==> src/rtl/mem_wb_stage_pkg.sv <==
// Shared encodings for the memory/write-back stage: access sizes and FSM states.
package mem_wb_stage_pkg;

  typedef enum logic [1:0] {
    SZ_BYTE = 2'b00,
    SZ_HALF = 2'b01,
    SZ_WORD = 2'b10
  } size_e;

  typedef enum logic {
    ST_IDLE = 1'b0,
    ST_BUSY = 1'b1
  } state_e;

endpackage

==> src/rtl/mem_wb_stage_if.sv <==
// Pipeline-side, data-memory and write-back signals of the MEM stage bundled together.
interface mem_wb_stage_if;

  logic        mem_valid;
  logic [31:0] mem_addr;
  logic [31:0] mem_wdata;
  logic [3:0]  mem_rd;
  logic [1:0]  mem_size;
  logic        mem_load;
  logic        mem_store;
  logic        mem_rf_en;
  logic        mem_signed;

  logic        dmem_req;
  logic        dmem_we;
  logic [31:0] dmem_addr;
  logic [3:0]  dmem_be;
  logic [31:0] dmem_wdata;
  logic [31:0] dmem_rdata;
  logic        dmem_ack;

  logic        mem_stall;
  logic [31:0] wb_data;
  logic [3:0]  wb_rd;
  logic        wb_rf_en;
  logic        mem_fault;

  // The stage itself
  modport slave (
    input  mem_valid, mem_addr, mem_wdata, mem_rd, mem_size,
           mem_load, mem_store, mem_rf_en, mem_signed,
           dmem_rdata, dmem_ack,
    output dmem_req, dmem_we, dmem_addr, dmem_be, dmem_wdata,
           mem_stall, wb_data, wb_rd, wb_rf_en, mem_fault
  );

  // Surrounding pipeline and data memory
  modport master (
    output mem_valid, mem_addr, mem_wdata, mem_rd, mem_size,
           mem_load, mem_store, mem_rf_en, mem_signed,
           dmem_rdata, dmem_ack,
    input  dmem_req, dmem_we, dmem_addr, dmem_be, dmem_wdata,
           mem_stall, wb_data, wb_rd, wb_rf_en, mem_fault
  );

endinterface

==> src/rtl/mem_lane_align.sv <==
// Combinational byte-lane steering for stores and lane extraction for loads.
// MEM_SIGN_EXT_EN: when defined, signed sub-word loads are sign-extended.
module mem_lane_align
  import mem_wb_stage_pkg::*;
(
  input  logic [1:0]  size,
  input  logic [1:0]  offset,
  input  logic [31:0] st_data,
  input  logic [31:0] ld_raw,
  input  logic        sgn,
  output logic [3:0]  be,
  output logic [31:0] st_lanes,
  output logic [31:0] ld_data
);

  logic [7:0]  ld_byte;
  logic [15:0] ld_half;
  logic        ext_b;
  logic        ext_h;

  assign ld_byte = ld_raw[{offset, 3'b000} +: 8];
  assign ld_half = offset[1] ? ld_raw[31:16] : ld_raw[15:0];

`ifdef MEM_SIGN_EXT_EN
  assign ext_b = sgn & ld_byte[7];
  assign ext_h = sgn & ld_half[15];
`else
  logic unused_sgn;
  assign unused_sgn = sgn;
  assign ext_b      = 1'b0;
  assign ext_h      = 1'b0;
`endif

  // Size 2'b11 falls through to the word case
  always_comb begin
    be       = 4'hF;
    st_lanes = st_data;
    ld_data  = ld_raw;
    case (size_e'(size))
      SZ_BYTE: begin
        be       = 4'b0001 << offset;
        st_lanes = {4{st_data[7:0]}};
        ld_data  = {{24{ext_b}}, ld_byte};
      end
      SZ_HALF: begin
        be       = offset[1] ? 4'b1100 : 4'b0011;
        st_lanes = {2{st_data[15:0]}};
        ld_data  = {{16{ext_h}}, ld_half};
      end
      default: ;
    endcase
  end

endmodule

==> src/rtl/mem_wb_stage.sv <==
// MEM stage: handshaked data-memory access with timeout, upstream stall, and MEM/WB register.
// MEM_SIGN_EXT_EN (in mem_lane_align) enables sign-extension of signed sub-word loads.
module mem_wb_stage
  import mem_wb_stage_pkg::*;
#(
  parameter int TIMEOUT = 16,
  parameter int CNT_W   = 5
) (
  input  logic          clk,
  input  logic          reset,
  mem_wb_stage_if.slave bus
);

  state_e           state;
  state_e           state_nxt;
  logic [CNT_W-1:0] cnt;
  logic             access;
  logic             expired;
  logic             done;
  logic [31:0]      rdata_eff;
  logic [3:0]       lane_be;
  logic [31:0]      lane_wdata;
  logic [31:0]      lane_rdata;

  assign access    = bus.mem_valid && (bus.mem_load || bus.mem_store);
  assign expired   = (cnt == CNT_W'(TIMEOUT - 1));
  assign done      = (state == ST_BUSY) && (bus.dmem_ack || expired);
  // A timed-out access completes with zero read data
  assign rdata_eff = bus.dmem_ack ? bus.dmem_rdata : 32'h0;

  // Upstream is stalled, so mem_* still describe the in-flight access while BUSY
  mem_lane_align u_align (
    .size     (bus.mem_size),
    .offset   (bus.mem_addr[1:0]),
    .st_data  (bus.mem_wdata),
    .ld_raw   (rdata_eff),
    .sgn      (bus.mem_signed),
    .be       (lane_be),
    .st_lanes (lane_wdata),
    .ld_data  (lane_rdata)
  );

  always_ff @(posedge clk) begin
    if (reset) state <= ST_IDLE;
    else       state <= state_nxt;
  end

  always_comb begin
    state_nxt     = state;
    bus.mem_stall = 1'b0;
    case (state)
      ST_IDLE: begin
        if (access) begin
          state_nxt     = ST_BUSY;
          bus.mem_stall = 1'b1;
        end
      end
      ST_BUSY: begin
        bus.mem_stall = !bus.dmem_ack && !expired;
        if (done) state_nxt = ST_IDLE;
      end
      default: state_nxt = ST_IDLE;
    endcase
  end

  always_ff @(posedge clk) begin
    if (reset) begin
      cnt            <= '0;
      bus.dmem_req   <= 1'b0;
      bus.dmem_we    <= 1'b0;
      bus.dmem_addr  <= 32'h0;
      bus.dmem_be    <= 4'h0;
      bus.dmem_wdata <= 32'h0;
      bus.wb_data    <= 32'h0;
      bus.wb_rd      <= 4'h0;
      bus.wb_rf_en   <= 1'b0;
      bus.mem_fault  <= 1'b0;
    end else begin
      case (state)
        ST_IDLE: begin
          if (access) begin
            cnt            <= '0;
            bus.dmem_req   <= 1'b1;
            bus.dmem_we    <= bus.mem_store && !bus.mem_load;
            bus.dmem_addr  <= {bus.mem_addr[31:2], 2'b00};
            bus.dmem_be    <= lane_be;
            bus.dmem_wdata <= lane_wdata;
            bus.wb_rf_en   <= 1'b0;
          end else begin
            bus.wb_rf_en <= bus.mem_valid && bus.mem_rf_en;
            if (bus.mem_valid) begin
              bus.wb_data <= bus.mem_addr;
              bus.wb_rd   <= bus.mem_rd;
            end
          end
        end
        ST_BUSY: begin
          cnt <= cnt + CNT_W'(1);
          if (done) begin
            bus.dmem_req <= 1'b0;
            bus.wb_rd    <= bus.mem_rd;
            bus.wb_rf_en <= bus.mem_rf_en && bus.mem_load;
            bus.wb_data  <= bus.mem_load ? lane_rdata : bus.mem_addr;
            if (!bus.dmem_ack) bus.mem_fault <= 1'b1;
          end
        end
        default: ;
      endcase
    end
  end

endmodule

==> src/flat_wrapper.sv <==
// flat-port wrapper written by rule: the top's interface ports become plain ports
module mem_wb_stage_flat import mem_wb_stage_pkg::*;
#(
  parameter int TIMEOUT = 16,
  parameter int CNT_W   = 5
)
  (clk, reset, bus_mem_valid, bus_mem_addr, bus_mem_wdata, bus_mem_rd, bus_mem_size, bus_mem_load, bus_mem_store, bus_mem_rf_en, bus_mem_signed, bus_dmem_rdata, bus_dmem_ack, bus_dmem_req, bus_dmem_we, bus_dmem_addr, bus_dmem_be, bus_dmem_wdata, bus_mem_stall, bus_wb_data, bus_wb_rd, bus_wb_rf_en, bus_mem_fault);
  mem_wb_stage_if bus_i ();
  input  logic clk;
  input  logic reset;
  input wire logic [$bits(bus_i.mem_valid)-1:0] bus_mem_valid;
  input wire logic [$bits(bus_i.mem_addr)-1:0] bus_mem_addr;
  input wire logic [$bits(bus_i.mem_wdata)-1:0] bus_mem_wdata;
  input wire logic [$bits(bus_i.mem_rd)-1:0] bus_mem_rd;
  input wire logic [$bits(bus_i.mem_size)-1:0] bus_mem_size;
  input wire logic [$bits(bus_i.mem_load)-1:0] bus_mem_load;
  input wire logic [$bits(bus_i.mem_store)-1:0] bus_mem_store;
  input wire logic [$bits(bus_i.mem_rf_en)-1:0] bus_mem_rf_en;
  input wire logic [$bits(bus_i.mem_signed)-1:0] bus_mem_signed;
  input wire logic [$bits(bus_i.dmem_rdata)-1:0] bus_dmem_rdata;
  input wire logic [$bits(bus_i.dmem_ack)-1:0] bus_dmem_ack;
  output wire logic [$bits(bus_i.dmem_req)-1:0] bus_dmem_req;
  output wire logic [$bits(bus_i.dmem_we)-1:0] bus_dmem_we;
  output wire logic [$bits(bus_i.dmem_addr)-1:0] bus_dmem_addr;
  output wire logic [$bits(bus_i.dmem_be)-1:0] bus_dmem_be;
  output wire logic [$bits(bus_i.dmem_wdata)-1:0] bus_dmem_wdata;
  output wire logic [$bits(bus_i.mem_stall)-1:0] bus_mem_stall;
  output wire logic [$bits(bus_i.wb_data)-1:0] bus_wb_data;
  output wire logic [$bits(bus_i.wb_rd)-1:0] bus_wb_rd;
  output wire logic [$bits(bus_i.wb_rf_en)-1:0] bus_wb_rf_en;
  output wire logic [$bits(bus_i.mem_fault)-1:0] bus_mem_fault;
  assign bus_i.mem_valid = bus_mem_valid;
  assign bus_i.mem_addr = bus_mem_addr;
  assign bus_i.mem_wdata = bus_mem_wdata;
  assign bus_i.mem_rd = bus_mem_rd;
  assign bus_i.mem_size = bus_mem_size;
  assign bus_i.mem_load = bus_mem_load;
  assign bus_i.mem_store = bus_mem_store;
  assign bus_i.mem_rf_en = bus_mem_rf_en;
  assign bus_i.mem_signed = bus_mem_signed;
  assign bus_i.dmem_rdata = bus_dmem_rdata;
  assign bus_i.dmem_ack = bus_dmem_ack;
  assign bus_dmem_req = bus_i.dmem_req;
  assign bus_dmem_we = bus_i.dmem_we;
  assign bus_dmem_addr = bus_i.dmem_addr;
  assign bus_dmem_be = bus_i.dmem_be;
  assign bus_dmem_wdata = bus_i.dmem_wdata;
  assign bus_mem_stall = bus_i.mem_stall;
  assign bus_wb_data = bus_i.wb_data;
  assign bus_wb_rd = bus_i.wb_rd;
  assign bus_wb_rf_en = bus_i.wb_rf_en;
  assign bus_mem_fault = bus_i.mem_fault;
  mem_wb_stage #(.TIMEOUT(TIMEOUT), .CNT_W(CNT_W)) u_core (.clk(clk), .reset(reset), .bus(bus_i));
endmodule
==> config.mk <==
export PLATFORM = sky130hd
export DESIGN_NAME = mem_wb_stage_flat
export DESIGN_NICKNAME = d
export VERILOG_FILES = /design/src/rtl/mem_wb_stage_pkg.sv /design/src/rtl/mem_wb_stage_if.sv /design/src/rtl/mem_lane_align.sv /design/src/rtl/mem_wb_stage.sv /design/src/flat_wrapper.sv
export SDC_FILE = /design/constraint.sdc
export NUM_CORES = 1
export LEC_CHECK = 0
export ABC_AREA = 1
export BUFFER_PORTS_ARGS = -buffer_cell sky130_fd_sc_hd__buf_2
export CAP_MARGIN = 30
export CORE_MARGIN = 1.5
export CORE_UTILIZATION = 30
export CTS_CLUSTER_DIAMETER = 100
export DETAILED_ROUTE_END_ITERATION = 10
export PLACE_DENSITY_LB_ADDON = 0.12
export SYNTH_ARGS = -nofsm -noshare
export SYNTH_HDL_FRONTEND = slang
export SYNTH_SLANG_ARGS = --single-unit
==> constraint.sdc <==
create_clock -name clk -period 2.1 [get_ports clk]
set_input_delay 0.21 -clock clk [delete_from_list [all_inputs] [get_ports clk]]
set_output_delay 0.21 -clock clk [all_outputs]
set_load 0.02 [all_outputs]
==> results.md, run 1 <==
- Kind of capture point of the worst setup path: output pin
- Crit Path Category: reg2out
- # IOs: 219
- Clock transition at path regs: ~80 ps
- DR iter-0 viols: ~310
- Crit path required time: 1890 ps
- Worst Skew: a little over 10 ps
- Post-synthesis average cell area: 7.110 um2
- DPL Wire Length: 12980 um
- Met2 usage: 29.83%
- Worst vdd ir: 0.3716 mV
- Placer Congestion: between 0.8 and 0.9
- Seq/Total Area, Yosys: 44.29%
- PD cells: between 700 and 800 nW/um2
- Worst Max-Slew Pin Slew: 591.8 ps
- Dpl ws: 20.75 ps
- Grt met3 use: 5.364%
- Hold Slack: 99.39 ps
- Die W: roughly 130 um
- First-pass GRT wire length: 27590 um
- Grt ovf: 0
- GRT Resource Usage Total: 19.95%
- Avg WL per Cell: 15.84 um
- Slew margin rel.: around three fifths
- Post-Synthesis Cell Area: 5062 um2
- Core Area: 16520 um2
- Final Util: 39.83%
- Die ar.: around 18000 um2
- Port bufs: approximately 220
- Fin nets: 1017
- Final Hold Viols: 0
- Via/cell ratio: around 4.8
- Post-DP Area: 6290 um2
- Fin worst setup slack: 117.5 ps
- Post-Syn Instances: 712
- Root buf cell: clkbuf_16
- Hold path startpoint: bus_mem_rd[1]
- Final period util: 94.41%
- P&R area growth vs syn: 30.03%
- TritonCTS Buffers: 9
- Antenna Cells: 0
- Crit path from: u_core.cnt[0]
- CTS tree: built
- Global route hottest layer: met2
- Clock tree sinks: 112
- Max-Cap Viols: 0
- CP Max Fanout: 5
- Total iterations of the first detailed-routing run: 5
- Die Ht: 132.9 um
- Post-route cell area: roughly 6600 um2
- Minimum clock period: 1983 ps
- Crit Reg-Reg Startpoint: u_core.cnt[0]
- Fin Setup TNS: 0 ps
- #FFs+latches synth: approximately 110
- Yosys warning count: 0
- Vias: approximately 5400
- Clk_lat worst skew: 360 ps
- Antenna-violating nets left: 0
- H-tree depth: 3
- Arrival time worst endpoint: 1770 ps
- Number of global-route vias before repair: 5021
- Final setup fails: 0
- Distinct cells, synth: 31
- Largest net degree at the start of global routing: 73
- Initial antenna violation count: 1
- P_leak: roughly 0.0032 uW
- Slew Limit Fails: 0
- Outcome: complete, no violations
- GRT met1 Usage: 27.73%
- RSZ-0062 raised after global routing: no
- Initial core utilization: 30.64%
- WL final: between 15000 and 20000 um
- Floorplan row count: 47
- Layout cells sized above 1: about 29%
- Crit path launch type: flop
- Clk buf depth: 2
- Drt drc: 0
- Fmax: 504.4 MHz
- Worst min-delay path class: in2reg
[registers in the layout, indices dropped and copies added (netlist names)]
signal,flops
u_core.bus.dmem_wdata,32
u_core.bus.wb_data,32
u_core.bus.dmem_addr,30
u_core.cnt,5
u_core.bus.dmem_be,4
u_core.bus.wb_rd,4
u_core.bus.dmem_req,1
u_core.bus.dmem_we,1
u_core.bus.mem_fault,1
u_core.bus.wb_rf_en,1
u_core.state,1
[worst paths after layout]
kind / depth (start not counted) / endpoint / slack [ps]
min: 3 / u_core.bus.wb_rd[1] / 100
max reg2reg: 10 / u_core.bus.wb_data[14] / 300
max: 9 / bus_mem_stall / 120
min reg2reg: 2 / u_core.bus.wb_rd[3] / 460
[cells in the final DEF (no fill, tap or decap), types with 2 or more instances in the layout]
master / count
clkbuf_16: 9
buf_4: 18
nand2_1: 126
clkbuf_8: 2
nor2_2: 2
inv_1: 39
a31oi_1: 9
clkinvlp_4: 2
nand2_2: 3
o21ai_1: 5
ha_1: 2
clkinv_2: 2
a21oi_1: 142
o22ai_1: 8
inv_2: 3
nand3_1: 2
conb_1: 2
o21ai_0: 113
nand2_4: 2
buf_2: 215
nor2_1: 67
dfxtp_1: 112
nand4_1: 9
a211oi_1: 3
[timing repair]
| action | 4_1_cts | 5_1_grt |
|---|---|---|
| setup endpoints to repair | 6 | 3 |
| hold buffers | 0 | 0 |
| resized for setup | 1 | 2 |
| setup buffers | 0 | 0 |
| endpoints found under the hold margin | 0 | 0 |
[through the flow]
step                total power, uW  std cells
detailed placement             3608       1114
global placement               3610       1114
floorplan                      3164        713
finish                         5255       1130
global route                   5530       1130
CTS                            5316       1130
[critical path, cell delays in order (launching register included)]
cell	delay, ps
dfxtp_1	340
ha_1	210
nand2_1	80
nor2_1	50
ha_1	180
nor2_2	110
nand2_2	70
buf_4	150
nand2_1	70
buf_2	160
[routing by layer]
| layer | part of all wire (%) | vias to the layer above | wire (um) |
|---|---|---|---|
| li1 | - | 2775 | - |
| met3 | 6.9 | 14 | 1243 |
| met1 | 48 | 2423 | 8650 |
| met2 | 43 | 165 | 7728 |
| met4 | 1.5 | 0 | 276 |
| met5 | 0 | - | 0 |
[power breakdown]
part / internal [uW] / switching [uW]
combinational: 392 / 775
clock: 873 / 824
sequential: 2310 / 83.6
[synth_stat cells]
library cell	n	area, um2
a211oi_1	3	22.52
a21oi_1	142	710.7
a31oi_1	9	56.30
buf_2	20	100.1
buf_4	8	60.06
buf_6	4	45.04
clkbuf_1	21	78.83
conb_1	1	3.750
dfxtp_1	112	2242
ha_1	2	25.02
inv_1	40	150.1
inv_2	4	15.01
inv_4	1	6.260
nand2_1	126	473.0
nand2_2	3	18.77
nand2_4	2	22.52
nand3_1	2	10.01
nand3_2	1	10.01
nand4_1	9	56.30
nor2_1	68	255.2
nor2_2	1	6.260
nor2_4	1	11.26
nor3_1	1	5.000
nor3_2	1	10.01
o211ai_1	1	7.510
o21a_1	1	7.510
o21ai_0	113	565.5
o21ai_1	5	25.02
o22ai_1	8	50.05
or2_1	1	6.260
or2_2	1	6.260
[layout make-up]
| class | count | area [um2] |
|---|---|---|
| Fill cell | 1807 | 9942 |
| Clock inverter | 4 | 28.78 |
| Inverter | 45 | 177.7 |
| Clock buffer | 12 | 256.5 |
| Timing Repair Buffer | 234 | 1231 |
| Tap cell | 220 | 275.3 |
| Sequential cell | 112 | 2242 |
| Multi-Input combinational cell | 503 | 2371 |
[cell families after synthesis]
logic type                 synth area share (%)
other                                   0.07408
buffers and inverters                     8.997
and+or+nand+nor                           17.60
DFF                                       44.29
AOI/OAI and AO/OA                         28.55
adders and majority gates                0.4942
Power figures use the tool's default switching activity.
==> run 2, diff against run 1 <==
--- a/config.mk
+++ b/config.mk
@@ -8,6 +8,7 @@
 export ABC_AREA = 1
 export BUFFER_PORTS_ARGS = -buffer_cell sky130_fd_sc_hd__buf_2
 export CAP_MARGIN = 30
+export CORE_ASPECT_RATIO = 1.5
 export CORE_MARGIN = 1.5
 export CORE_UTILIZATION = 30
 export CTS_CLUSTER_DIAMETER = 100
==> run 2 against run 1 <==
  * First-iteration DRC count shrank 18%
  * Worst setup slack better by 48 ps
  * Die area barely moved
  * Maximum frequency up 2.5%
  * Sequential share of layout area shrank 0.13 points
  * Total power decreased by 0.83%
  * Clock power decreased by 4%
  * Critical path type unchanged
  * Critical endpoint unchanged
==> results.md, run 2 (synthesized netlist as in run 1, its figures left out) <==
- Antenna Cells: 0
- CP max stage delay: 340 ps
- Kind of capture point of the worst setup path: output pin
- Total iterations of the first detailed-routing run: 5
- CP max-delay cell: dfxtp_1
- Placer Congestion: 0.8819
- Floorplan row count: 58
- Initial core utilization: 30.46%
- Avg WL per Cell: 16.15 um
- Fin Setup TNS: 0 ps
- Arrival time worst endpoint: 1720 ps
- Clk_lat worst skew: ~350 ps
- Root buf cell: clkbuf_16
- Number of global-route vias before repair: 4964
- Worst Skew: 10.78 ps
- Crit path required time: 1890 ps
- Final setup fails: 0
- P_leak: 0.003168 uW
- Core Area: between 15000 and 20000 um2
- Fmax: ~520 MHz
- Die W: between 100 and 150 um
- Fin worst setup slack: 166.0 ps
- Antenna-violating nets left: 0
- Postcts setup bufs: 0
- Outcome: complete, no violations
- Final Hold Viols: 0
- Slew margin rel.: 53.14%
- RSZ-0062 raised after global routing: no
- Crit Reg-Reg Startpoint: u_core.cnt[0]
- Top flop regs: u_core.bus.dmem_wdata: 32 flops, u_core.bus.wb_data: 32 flops, u_core.bus.dmem_addr: 30 flops
- Worst R2R Path Depth: 11
- Placed cell count: 1104
- DPL Wire Length: 13490 um
- Port bufs: 215
- Clock transition at path regs: 80 ps
- Layout cells sized above 1: 28.90%
- Slew Limit Fails: 0
- DR iter-0 viols: 252
- First-pass GRT wire length: 26730 um
- Clock tree sinks: roughly 110
- CTS Hold Bufs: 0
- Die Ht: 162.1 um
- Crit path launch type: flop
- Post-CTS Resized: 0
- CTS tree: built
- Max-Cap Viols: 0
- Grt ovf: 0
- P&R area growth vs syn: 30.52%
- Clk buf depth: 2
- Finished Layout Cells: 1120
- H-tree depth: 3
- Fin nets: 1017
- Commonest cells after routing, fill and taps aside: buf_2 (215), a21oi_1 (142), nand2_1 (126)
- WL final: 18080 um
- CP Cell Sequence: ha_1 > nand2_1 > nor2_1 > ha_1 > nor2_1 > nand2_2 > nand2_1 > buf_2
- CP Max Fanout: 6
- TritonCTS Buffers: 9
- Largest net degree at the start of global routing: 46
- GRT Resource Usage Total: 19.86%
- Worst vdd ir: 0.3611 mV
- Initial antenna violation count: 2
- Drt drc: 0
- Die ar.: between 15000 and 20000 um2
- Worst Max-Slew Pin Slew: 702.2 ps
- Worst min-delay path class: in2reg
- PD cells: a little under 800 nW/um2
- Minimum clock period: 1934 ps
- Dpl ws: 263.9 ps
- # IOs: 219
- Hold Crit Depth: 3
- R2R Path End: u_core.bus.wb_data[22]
- Hold path startpoint: bus_mem_addr[21]
- Vias: 5382
- Via/cell ratio: 4.805
- Hold Path Sink: u_core.bus.dmem_addr[21]
- Final period util: 92.10%
- Commonest non-fill, non-tap cell in the layout: buf_2
- Crit Path Category: reg2out
- R2r setup slk: 230 ps
- Total power: 5211 uW
## run 2: layout make-up
| cell class | instances | area, um2 |
|---|---|---|
| repair buffers | 234 | 1294 |
| clock inverters | 4 | 31.28 |
| inverters | 45 | 172.7 |
| fillers | 1853 | 10010 |
| flip-flops and latches | 112 | 2242 |
| multi-input cells | 503 | 2369 |
| clock buffers | 12 | 236.5 |
| well taps | 210 | 262.8 |
## run 2: power by group
| part | switching (uW) | leakage (uW) | total (uW) | internal, uW |
|---|---|---|---|---|
| Combinational | 779 | 0.00212 | 1190 | 412 |
| Sequential | 86.0 | 0.000925 | 2390 | 2310 |
| Clock | 816 | 0.000119 | 1630 | 812 |
## run 2: worst max-delay path by stage
stage,start,endpoint,slack [ps],depth (start not counted)
after floorplan,u_core.cnt[0],u_core.bus.wb_data[0],480,11
after global placement,u_core.cnt[0],u_core.bus.wb_data[31],290,11
after detailed placement,u_core.cnt[0],u_core.bus.wb_data[22],260,11
after CTS,u_core.cnt[0],bus_mem_stall,150,8
after global routing,u_core.cnt[0],u_core.bus.wb_data[12],40,11
final,u_core.cnt[0],bus_mem_stall,170,8
## run 2: worst max-delay path, delay by kind of cell (launching register included)
family / cells / cell delay (ps)
fa+ha+maj: 2 / 390
buf+inv: 1 / 160
flops: 1 / 340
simple gates: 5 / 500
## run 2: metal layers
layer / wire length (um) / part of all wire (%) / global-route usage, %
met2: 9096 / 50 / 34.60
met1: 7485 / 41 / 24.31
met4: 412 / 2.3 / 6.818
met5: 25 / 0.14 / 0
met3: 1064 / 5.9 / 3.291
## run 2: through the flow
| stage | hold slack (ps) | utilization, % | cell area, um2 |
|---|---|---|---|
| after global placement | 444.3 | 38.15 | 6340 |
| after global routing | 93.89 | 39.76 | 6608 |
| after detailed placement | 453.7 | 38.15 | 6340 |
| after floorplan | 304.7 | - | 5066 |
| final | 102.0 | 39.76 | 6608 |
| after CTS | 93.72 | 39.76 | 6608 |
